`config.mk`:
```
export PLATFORM = sky130hd
export DESIGN_NAME = syscall_print_ctrl
export DESIGN_NICKNAME = d
export VERILOG_FILES = /design/src/rtl/syscall_print_ctrl.sv
export SDC_FILE = /design/constraint.sdc
export NUM_CORES = 1
export LEC_CHECK = 0
export ABC_AREA = 1
export ABC_CLOCK_PERIOD_IN_PS = 11900
export BUFFER_PORTS_ARGS = -buffer_cell sky130_fd_sc_hd__buf_2
export CELL_PAD_IN_SITES_DETAIL_PLACEMENT = 1
export CELL_PAD_IN_SITES_GLOBAL_PLACEMENT = 2
export CORE_MARGIN = 2
export CORE_UTILIZATION = 29
export DETAILED_ROUTE_END_ITERATION = 7
export MAX_ROUTING_LAYER = met4
export PLACE_DENSITY_LB_ADDON = 0.15
export SLEW_MARGIN = 0
export SYNTH_ARGS = -nofsm -noshare
export SYNTH_HDL_FRONTEND = slang
export SYNTH_SLANG_ARGS = --single-unit
```
`constraint.sdc`:
```
create_clock -name clk -period 11.9 [get_ports clk]
set_clock_uncertainty 0.1 [all_clocks]
set_input_delay 2.38 -clock clk [delete_from_list [all_inputs] [get_ports clk]]
set_output_delay 2.38 -clock clk [all_outputs]
set_load 0.05 [all_outputs]
```
`src/rtl/syscall_print_ctrl.sv`:
```
// Instruction-memory read-port arbiter: passes fetches through and, on a print syscall,
// walks a null-terminated string and streams its bytes. Optional trailing newline: PRINT_NEWLINE_EN.
module syscall_print_ctrl #(
  parameter int MAX_WORDS = 1024,
  parameter int ADDR_W    = 32
) (
  input  logic              clk,
  input  logic              rst,
  input  logic              fetch_req,
  input  logic [ADDR_W-1:0] fetch_addr,
  output logic              fetch_stall,
  output logic              fetch_valid,
  output logic [31:0]       fetch_instr,
  input  logic              print_req,
  input  logic [ADDR_W-1:0] print_index,
  output logic              print_busy,
  output logic              print_done,
  output logic              print_overrun,
  output logic [ADDR_W-3:0] mem_addr,
  input  logic [31:0]       mem_rdata,
  output logic              char_valid,
  output logic [7:0]        char_data,
  input  logic              char_ready
);

  localparam int CNT_W = $clog2(MAX_WORDS + 1);
  localparam int WA_W  = ADDR_W - 2;
  localparam logic [CNT_W-1:0] MAX_CNT = CNT_W'(MAX_WORDS);
  localparam logic [CNT_W-1:0] CNT_ONE = CNT_W'(1);
  localparam logic [WA_W-1:0]  PTR_ONE = WA_W'(1);

  typedef enum logic [2:0] {
    IDLE = 3'd0,
    RD   = 3'd1,
    WAIT = 3'd2,
    EMIT = 3'd3,
    NL   = 3'd4,
    DONE = 3'd5
  } state_t;

  state_t           state_r;
  logic [WA_W-1:0]  ptr_r;
  logic [1:0]       start_lane_r;
  logic [1:0]       lane_r;
  logic             first_r;
  logic [CNT_W-1:0] wcnt_r;
  logic [31:0]      word_r;
  logic             overrun_r;
  logic             fetch_valid_r;
  logic             fetch_zero_r;
  logic [7:0]       cur_byte_s;
  logic             grant_s;

  function automatic logic [7:0] lane_byte(input logic [31:0] w, input logic [1:0] l);
    case (l)
      2'd0:    lane_byte = w[7:0];
      2'd1:    lane_byte = w[15:8];
      2'd2:    lane_byte = w[23:16];
      default: lane_byte = w[31:24];
    endcase
  endfunction

  assign cur_byte_s = lane_byte(word_r, lane_r);
  assign grant_s    = (state_r == IDLE) && fetch_req && !print_req;

  // Sequencer state, string walker registers and fetch-return tracking.
  always_ff @(posedge clk or posedge rst) begin
    if (rst) begin
      state_r       <= IDLE;
      ptr_r         <= {WA_W{1'b0}};
      start_lane_r  <= 2'd0;
      lane_r        <= 2'd0;
      first_r       <= 1'b0;
      wcnt_r        <= {CNT_W{1'b0}};
      word_r        <= 32'h0000_0000;
      overrun_r     <= 1'b0;
      fetch_valid_r <= 1'b0;
      fetch_zero_r  <= 1'b0;
    end else begin
      fetch_valid_r <= grant_s;
      fetch_zero_r  <= (fetch_addr == {ADDR_W{1'b0}});
      case (state_r)
        IDLE: begin
          if (print_req) begin
            ptr_r        <= print_index[ADDR_W-1:2];
            start_lane_r <= print_index[1:0];
            first_r      <= 1'b1;
            wcnt_r       <= {CNT_W{1'b0}};
            overrun_r    <= 1'b0;
            state_r      <= RD;
          end else begin
            state_r <= IDLE;
          end
        end
        RD: begin
          wcnt_r  <= wcnt_r + CNT_ONE;
          state_r <= WAIT;
        end
        WAIT: begin
          word_r  <= mem_rdata;
          lane_r  <= first_r ? start_lane_r : 2'd0;
          first_r <= 1'b0;
          state_r <= EMIT;
        end
        EMIT: begin
          if (cur_byte_s == 8'h00) begin
            state_r <= NL;
          end else if (char_ready) begin
            if (lane_r == 2'd3) begin
              ptr_r <= ptr_r + PTR_ONE;
              // Runaway guard: the word budget is spent without seeing a terminator.
              if (wcnt_r == MAX_CNT) begin
                overrun_r <= 1'b1;
                state_r   <= NL;
              end else begin
                state_r <= RD;
              end
            end else begin
              lane_r <= lane_r + 2'd1;
            end
          end else begin
            state_r <= EMIT;
          end
        end
        NL: begin
`ifdef PRINT_NEWLINE_EN
          if (char_ready) begin
            state_r <= DONE;
          end else begin
            state_r <= NL;
          end
`else
          state_r <= DONE;
`endif
        end
        DONE:    state_r <= IDLE;
        default: state_r <= IDLE;
      endcase
    end
  end

  // Character stream driven purely from registered state, so it holds steady under backpressure.
  always_comb begin
    char_valid = 1'b0;
    char_data  = 8'h00;
    case (state_r)
      EMIT: begin
        if (cur_byte_s != 8'h00) begin
          char_valid = 1'b1;
          char_data  = cur_byte_s;
        end else begin
          char_valid = 1'b0;
        end
      end
`ifdef PRINT_NEWLINE_EN
      NL: begin
        char_valid = 1'b1;
        char_data  = 8'h0A;
      end
`endif
      default: begin
        char_valid = 1'b0;
        char_data  = 8'h00;
      end
    endcase
  end

  // Memory port mux and fetch/print status outputs.
  always_comb begin
    if (rst) begin
      mem_addr    = {WA_W{1'b0}};
      fetch_stall = 1'b0;
    end else if (state_r == IDLE) begin
      mem_addr    = fetch_addr[ADDR_W-1:2];
      fetch_stall = print_req;
    end else begin
      mem_addr    = ptr_r;
      fetch_stall = 1'b1;
    end
    print_busy    = (state_r != IDLE);
    print_done    = (state_r == DONE);
    print_overrun = overrun_r;
    fetch_valid   = fetch_valid_r;
    if (fetch_valid_r && !fetch_zero_r) begin
      fetch_instr = mem_rdata;
    end else begin
      fetch_instr = 32'h0000_0000;
    end
  end

endmodule

```
==> results of run 1 <==
-- stage by stage --
stage / hold WS [ps] / setup slack, ps / power, mW / utilization, % / instance area, um2
CTS: 380.7 / 4950 / 2.012 / 36.64 / 7177
global placement: 366.1 / 4985 / 1.695 / 35.10 / 6877
finish: 378.4 / 5033 / 1.985 / 36.65 / 7179
floorplan: 340.6 / 3222 / 1.429 / - / 5814
global route: 398.9 / 4690 / 2.161 / 36.65 / 7179
detailed placement: 364.2 / 4967 / 1.711 / 35.10 / 6877
-- worst max path at each step --
stage,cells past startpoint,from,end
2_1_floorplan,4,rst,mem_addr[10]
3_3_place_gp,6,rst,mem_addr[16]
3_5_place_dp,6,rst,mem_addr[10]
4_1_cts,6,rst,mem_addr[10]
5_1_grt,6,rst,mem_addr[3]
6_report,6,rst,mem_addr[10]
-- critical path, stage by stage --
cell and delay (ps):
buf_2 110, inv_4 370, buf_4 780, o21ai_0 240, nor2_1 140, buf_2 280
-- layer usage --
layer	wire (um)	track usage [%]	vias to the layer above
met3	600	2.163	14
met5	0	-	-
met4	345	5.539	0
met1	9983	26.39	2859
li1	-	-	3110
met2	9951	33.84	110
-- cells in the mapped netlist (all sizes together), types with 2 or more instances --
library cell / count / area (um2)
nor2: 127 / 494.2
buf: 10 / 92.58
or2: 3 / 18.77
o31ai: 4 / 30.03
nand3b: 7 / 52.55
a21oi: 37 / 185.2
nand3: 32 / 190.2
nand2: 278 / 1069
nand4: 6 / 37.54
a21boi: 10 / 75.07
dfrtp: 84 / 2102
o21ai: 117 / 701.9
nor3: 6 / 35.03
inv: 107 / 404.1
clkbuf: 26 / 97.59
o22ai: 2 / 12.51
ha: 7 / 87.58
mux2i: 2 / 20.02
nor4: 9 / 56.30
-- cell usage in the layout, fill, tap and decap left out, types with 2 or more instances in the layout --
cell and n:
a21boi_0 10, a21oi_1 37, buf_2 176, buf_4 5, clkbuf_16 9, clkinv_2 2, clkinvlp_4 2, dfrtp_1 84
ha_1 7, inv_1 105, inv_4 2, mux2i_1 2, nand2_1 268, nand2_2 10, nand3_1 29, nand3_4 2
nand3b_1 7, nand4_1 6, nor2_1 124, nor2_4 2, nor3_1 5, nor4_1 9, o21ai_0 81, o21ai_1 5
o21ai_2 31, o22ai_1 2, o31ai_1 4, or2_1 2
-- cell type report --
class	instances	area (um2)
fill	2579	12410
multi-input combinational	653	3114
sequential	84	2102
timing repair buffer	181	918.4
inverter	108	410.4
tap	265	331.6
clock buffer	9	225.2
clock inverter	7	75.07
antenna	1	2.502
-- sequential cells by signal (all words and copies together) (netlist names) --
| signal | flops |
|---|---|
| word_r | 32 |
| fetch_valid | 1 |
| wcnt_r | 11 |
| state_r | 3 |
| start_lane_r | 2 |
| first_r | 1 |
| lane_r | 2 |
| ptr_r | 30 |
| fetch_zero_r | 1 |
| print_overrun | 1 |
-- kinds of logic after synthesis --
logic type                 share of synthesized area [%]
and+or+nand+nor                                    33.59
AOI/OAI and AO/OA                                  17.97
buffers and inverters                              10.29
DFF                                                36.15
adders and majority gates                          1.506
muxes                                             0.3443
xor gates and xnor gates                          0.1507
-- where the power goes --
part | internal [mW] | total [mW] | switching (mW) | leakage [nW]
clock | 0.164 | 0.292 | 0.128 | 0.143
sequential | 0.417 | 0.548 | 0.131 | 1.06
combinational | 0.318 | 1.14 | 0.827 | 2.54
==> run metrics, run 1 <==
Worst slew margin=28.25%; P_leak=3.738 nW; GR Overflow Total=0; Sink Count=84; dpl hpwl=16030 um; Site Rows=51; Clk Latency, worst-skew pair=350 ps; Crit Path Max Fanout=72; final slew viol count=0; share of cells above drive strength 1=23.80%; final setup TNS=0 ps; DR vias/cell=4.658; largest net degree at the start of global routing=73; Yosys Warn Count=0; syn_area_per_cell=6.600 um2; die width=145.6 um; TritonCTS clock tree=yes; first-pass GRT wire length=33350 um; Cells on Worst Hold Path=2; min cycle time layout=6867 ps; Hold Crit Start=start_lane_r[1]; final period utilization=57.71%; # IOs=177; CP Capture Type=output port; post-CTS sizing=0; Netlist cell types=40; drt first-iter violations=245; drt wl/cell=15.96 um; RePlAce Congestion=0.7920; initial antenna violation count=1; post-synthesis cell area=0.005814 mm2; EDFF count, synth=0; core box area=0.01959 mm2; Post-synth top flop=dfrtp_1; CTS buffer count=9; syn_nets=989; clock slew at reported path FFs=70 ps; end of the worst register-to-register path=ptr_r[22]; # setup viols final=0; CTS Hold Bufs=0; Worst IR Drop VDD=116.4 uV; Post-DRT Antenna Nets=0; async set or reset register ratio after synthesis=100.0%; DP Cell Count=1291; CTS root buffer=clkbuf_16; Seq/Total Area, Yosys=36.15%; Fmax=145.6 MHz; pwr dens=276.4 mW/mm2; drt first pass iters=5; Hold Crit Endpoint=start_lane_r[1]; FF+latch count, synth=84; Worst EP arrival=4390 ps; Critical Path Start Type=primary input; flop2flop setup slack=8550 ps; chip height=145.6 um; Port Buffers=176; WL final=20880 um; Area Overhead vs Synth=23.48%; DRC viols=0; Post-CTS Repair Setup Buffers=0; Final Hold Fails=0; non-filler cells, final=1308; Nets=1145; Max Cap Viol=0; Reg-to-Reg Start=state_r[2]; crit path kind=in2out; via count=6093; Starting Density=29.68%; Syn Inst Count=881; worst-margin pin slew=1074 ps; class of the worst hold path=reg2reg; clk buf depth=2; required time of the worst setup path=9420 ps; setup repair after global routing missed its margin=false; vias in the first global route=6075; Total GRT Usage=20.32%; status=finished clean; worst reg-to-reg path cell count=8; die area=0.02120 mm2; CTS H-tree lvls=3
No activity file was read; power rests on OpenSTA's default activity.
==> inputs of run 2 (changes only) <==
Settings changed: ABC_CLOCK_PERIOD_IN_PS 11900 to 6100, CORE_UTILIZATION 29 to 25.
Clock period 11.9 ns to 6.1 ns, I/O delays scaled along.
==> run metrics, run 2 (synthesis results as in run 1) <==
status=finished clean (unchanged); Final Hold Fails=0 (unchanged); Fmax=236.9 MHz; clock network power share=14.1% (was 14.7%); clk buf depth=2 (unchanged); GR Overflow Total=0 (unchanged); Worst slew margin=29.41% (was 28.25%); setup repair after global routing missed its margin=false (unchanged); required time of the worst setup path=4780 ps (was 9420 ps); Internal=1.721 mW (was 0.8981 mW); dpl hpwl=17170 um (was 16030 um); final period utilization=69.20%; pre-CTS setup slack=2071 ps (was 4967 ps); clock slew at reported path FFs=70 ps (about the same); Post-DRT Antenna Nets=0 (unchanged); drt first-iter violations=274 (was 245); initial antenna violation count=1 (unchanged); Sw Share=55.23% (was 54.75%); final setup margin=1879 ps (was 5033 ps); sequential share of power=27.8% (was 27.6%); Critical Path Start Type=flop (was primary input); RePlAce Congestion=0.7684 (was 0.7920); core box area=0.02271 mm2 (was 0.01959 mm2); Port Buffers=176 (unchanged); Site Rows=55 (was 51); CP Capture Type=output port (unchanged); first-pass GRT wire length=34890 um (was 33350 um); chip height=156.5 um (was 145.6 um); die width=156.5 um (was 145.6 um); WL final=21960 um (was 20880 um); Finished Cell Area=0.007193 mm2 (was 0.007179 mm2); drt wl/cell=16.53 um (was 15.96 um); # IOs=177 (unchanged); Worst IR Drop VDD=200.3 uV (was 116.4 uV); Clk Latency, worst-skew pair=350 ps (about the same); Total GRT Usage=19.04% (was 20.32%); Sink Count=84 (unchanged); TritonCTS clock tree=yes (unchanged); DR vias/cell=4.552 (was 4.658); via count=6049 (was 6093); crit-path max cell delay=760 ps (was 780 ps); Placed Area=0.006912 mm2 (was 0.006877 mm2); Crit Path Max Fanout=50 (was 72); leading cell type in the layout, fill and taps excluded=nand2_1 (unchanged); DRC viols=0 (unchanged); drt first pass iters=6 (was 5); crit path kind=reg2out (was in2out); critical path's slowest cell=inv_1 (was buf_4); class of the worst hold path=reg2reg (unchanged); CTS buffer count=9 (unchanged); Max Cap Viol=0 (unchanged); CTS Hold Bufs=0 (unchanged); commonest cells after routing, fill and taps aside=267 x nand2_1, 176 x buf_2, 124 x nor2_1 (was 268 x nand2_1, 176 x buf_2, 124 x nor2_1); CTS H-tree lvls=3 (unchanged); pwr dens=534.5 mW/mm2 (was 276.4 mW/mm2); final slew viol count=0 (unchanged); Top reg by flops=word_r (unchanged); worst hold slack=376.6 ps (was 378.4 ps); Post-CTS Repair Setup Buffers=0 (unchanged); worst-margin pin slew=1056 ps (was 1074 ps); CTS root buffer=clkbuf_16 (unchanged); min cycle time layout=4221 ps; Area Overhead vs Synth=23.71% (was 23.48%); cells along the critical path=nor2_1, nand2_2, inv_1, nand2_1, nand2_1, inv_1, buf_2 (was buf_2, inv_4, buf_4, o21ai_0, nor2_1, buf_2); Net Sw Power=2.123 mW (was 1.086 mW); largest net degree at the start of global routing=72 (was 73); share of total power in combinational logic=58.1% (was 57.7%); max reg flops=32 (unchanged); Worst EP arrival=2900 ps (was 4390 ps); biggest regs=word_r x32, ptr_r x30, wcnt_r x11 (unchanged); P_leak=3.728 nW (was 3.738 nW); post-CTS sizing=0 (unchanged); share of cells above drive strength 1=23.87% (was 23.80%); final setup TNS=0 ps (unchanged); Nets=1146 (was 1145); # setup viols final=0 (unchanged); die area=0.02449 mm2 (was 0.02120 mm2); Starting Density=25.60% (was 29.68%); vias in the first global route=6237 (was 6075)
## run 2: final timing paths
path                             from               to  slack, ps  depth (start not counted)
max in group asynchronous         rst  start_lane_r[1]       4070                          3
min in group asynchronous         rst        ptr_r[28]        940                          2
hold reg to reg            wcnt_r[10]       wcnt_r[10]        380                          1
setup / recovery           state_r[1]      fetch_stall       1880                          7
setup reg to reg           state_r[1]        ptr_r[15]       2480                          9
hold / removal             wcnt_r[10]       wcnt_r[10]        380                          1
## run 2: layer usage
layer  track usage [%]  wire length (um)  vias up
met5                 -                 0        -
met3             2.132               807       15
met4             4.325               262        0
li1                  -                 -     3110
met1             26.03             10840     2803
met2             30.40             10060      121
## run 2: per-stage QoR
stage / utilization [%] / power (mW) / cells
floorplan: - / 2.788 / 881
global placement: 30.44 / 3.339 / 1312
detailed placement: 30.44 / 3.362 / 1312
CTS: 31.66 / 3.924 / 1328
global route: 31.67 / 4.208 / 1329
finish: 31.67 / 3.845 / 1329
## run 2: worst max-delay path: cells and delay by family, from the launching register on
family | cells | cell delay (ps)
buffers and inverters | 3 | 1000
and+or+nand+nor | 4 | 1090
DFF | 1 | 440
## run 2: cell type report
class                   instances  area (um2)
fillers                      2977       15520
multi-input cells             653        3117
flip-flops and latches         84        2102
repair buffers                182       925.9
inverters                     108       410.4
well taps                     285       356.6
clock buffers                  11       242.7
clock inverters                 5       36.28
diodes                          1       2.502
## run 2: power groups by stage
stage	Combinational [mW]	Clock (mW)	Sequential, mW
2_1_floorplan	1.79	0	1.00
3_3_place_gp	2.26	0	1.08
3_5_place_dp	2.28	0	1.08
4_1_cts	2.29	0.560	1.07
5_1_grt	2.52	0.574	1.11
6_report	2.24	0.540	1.07
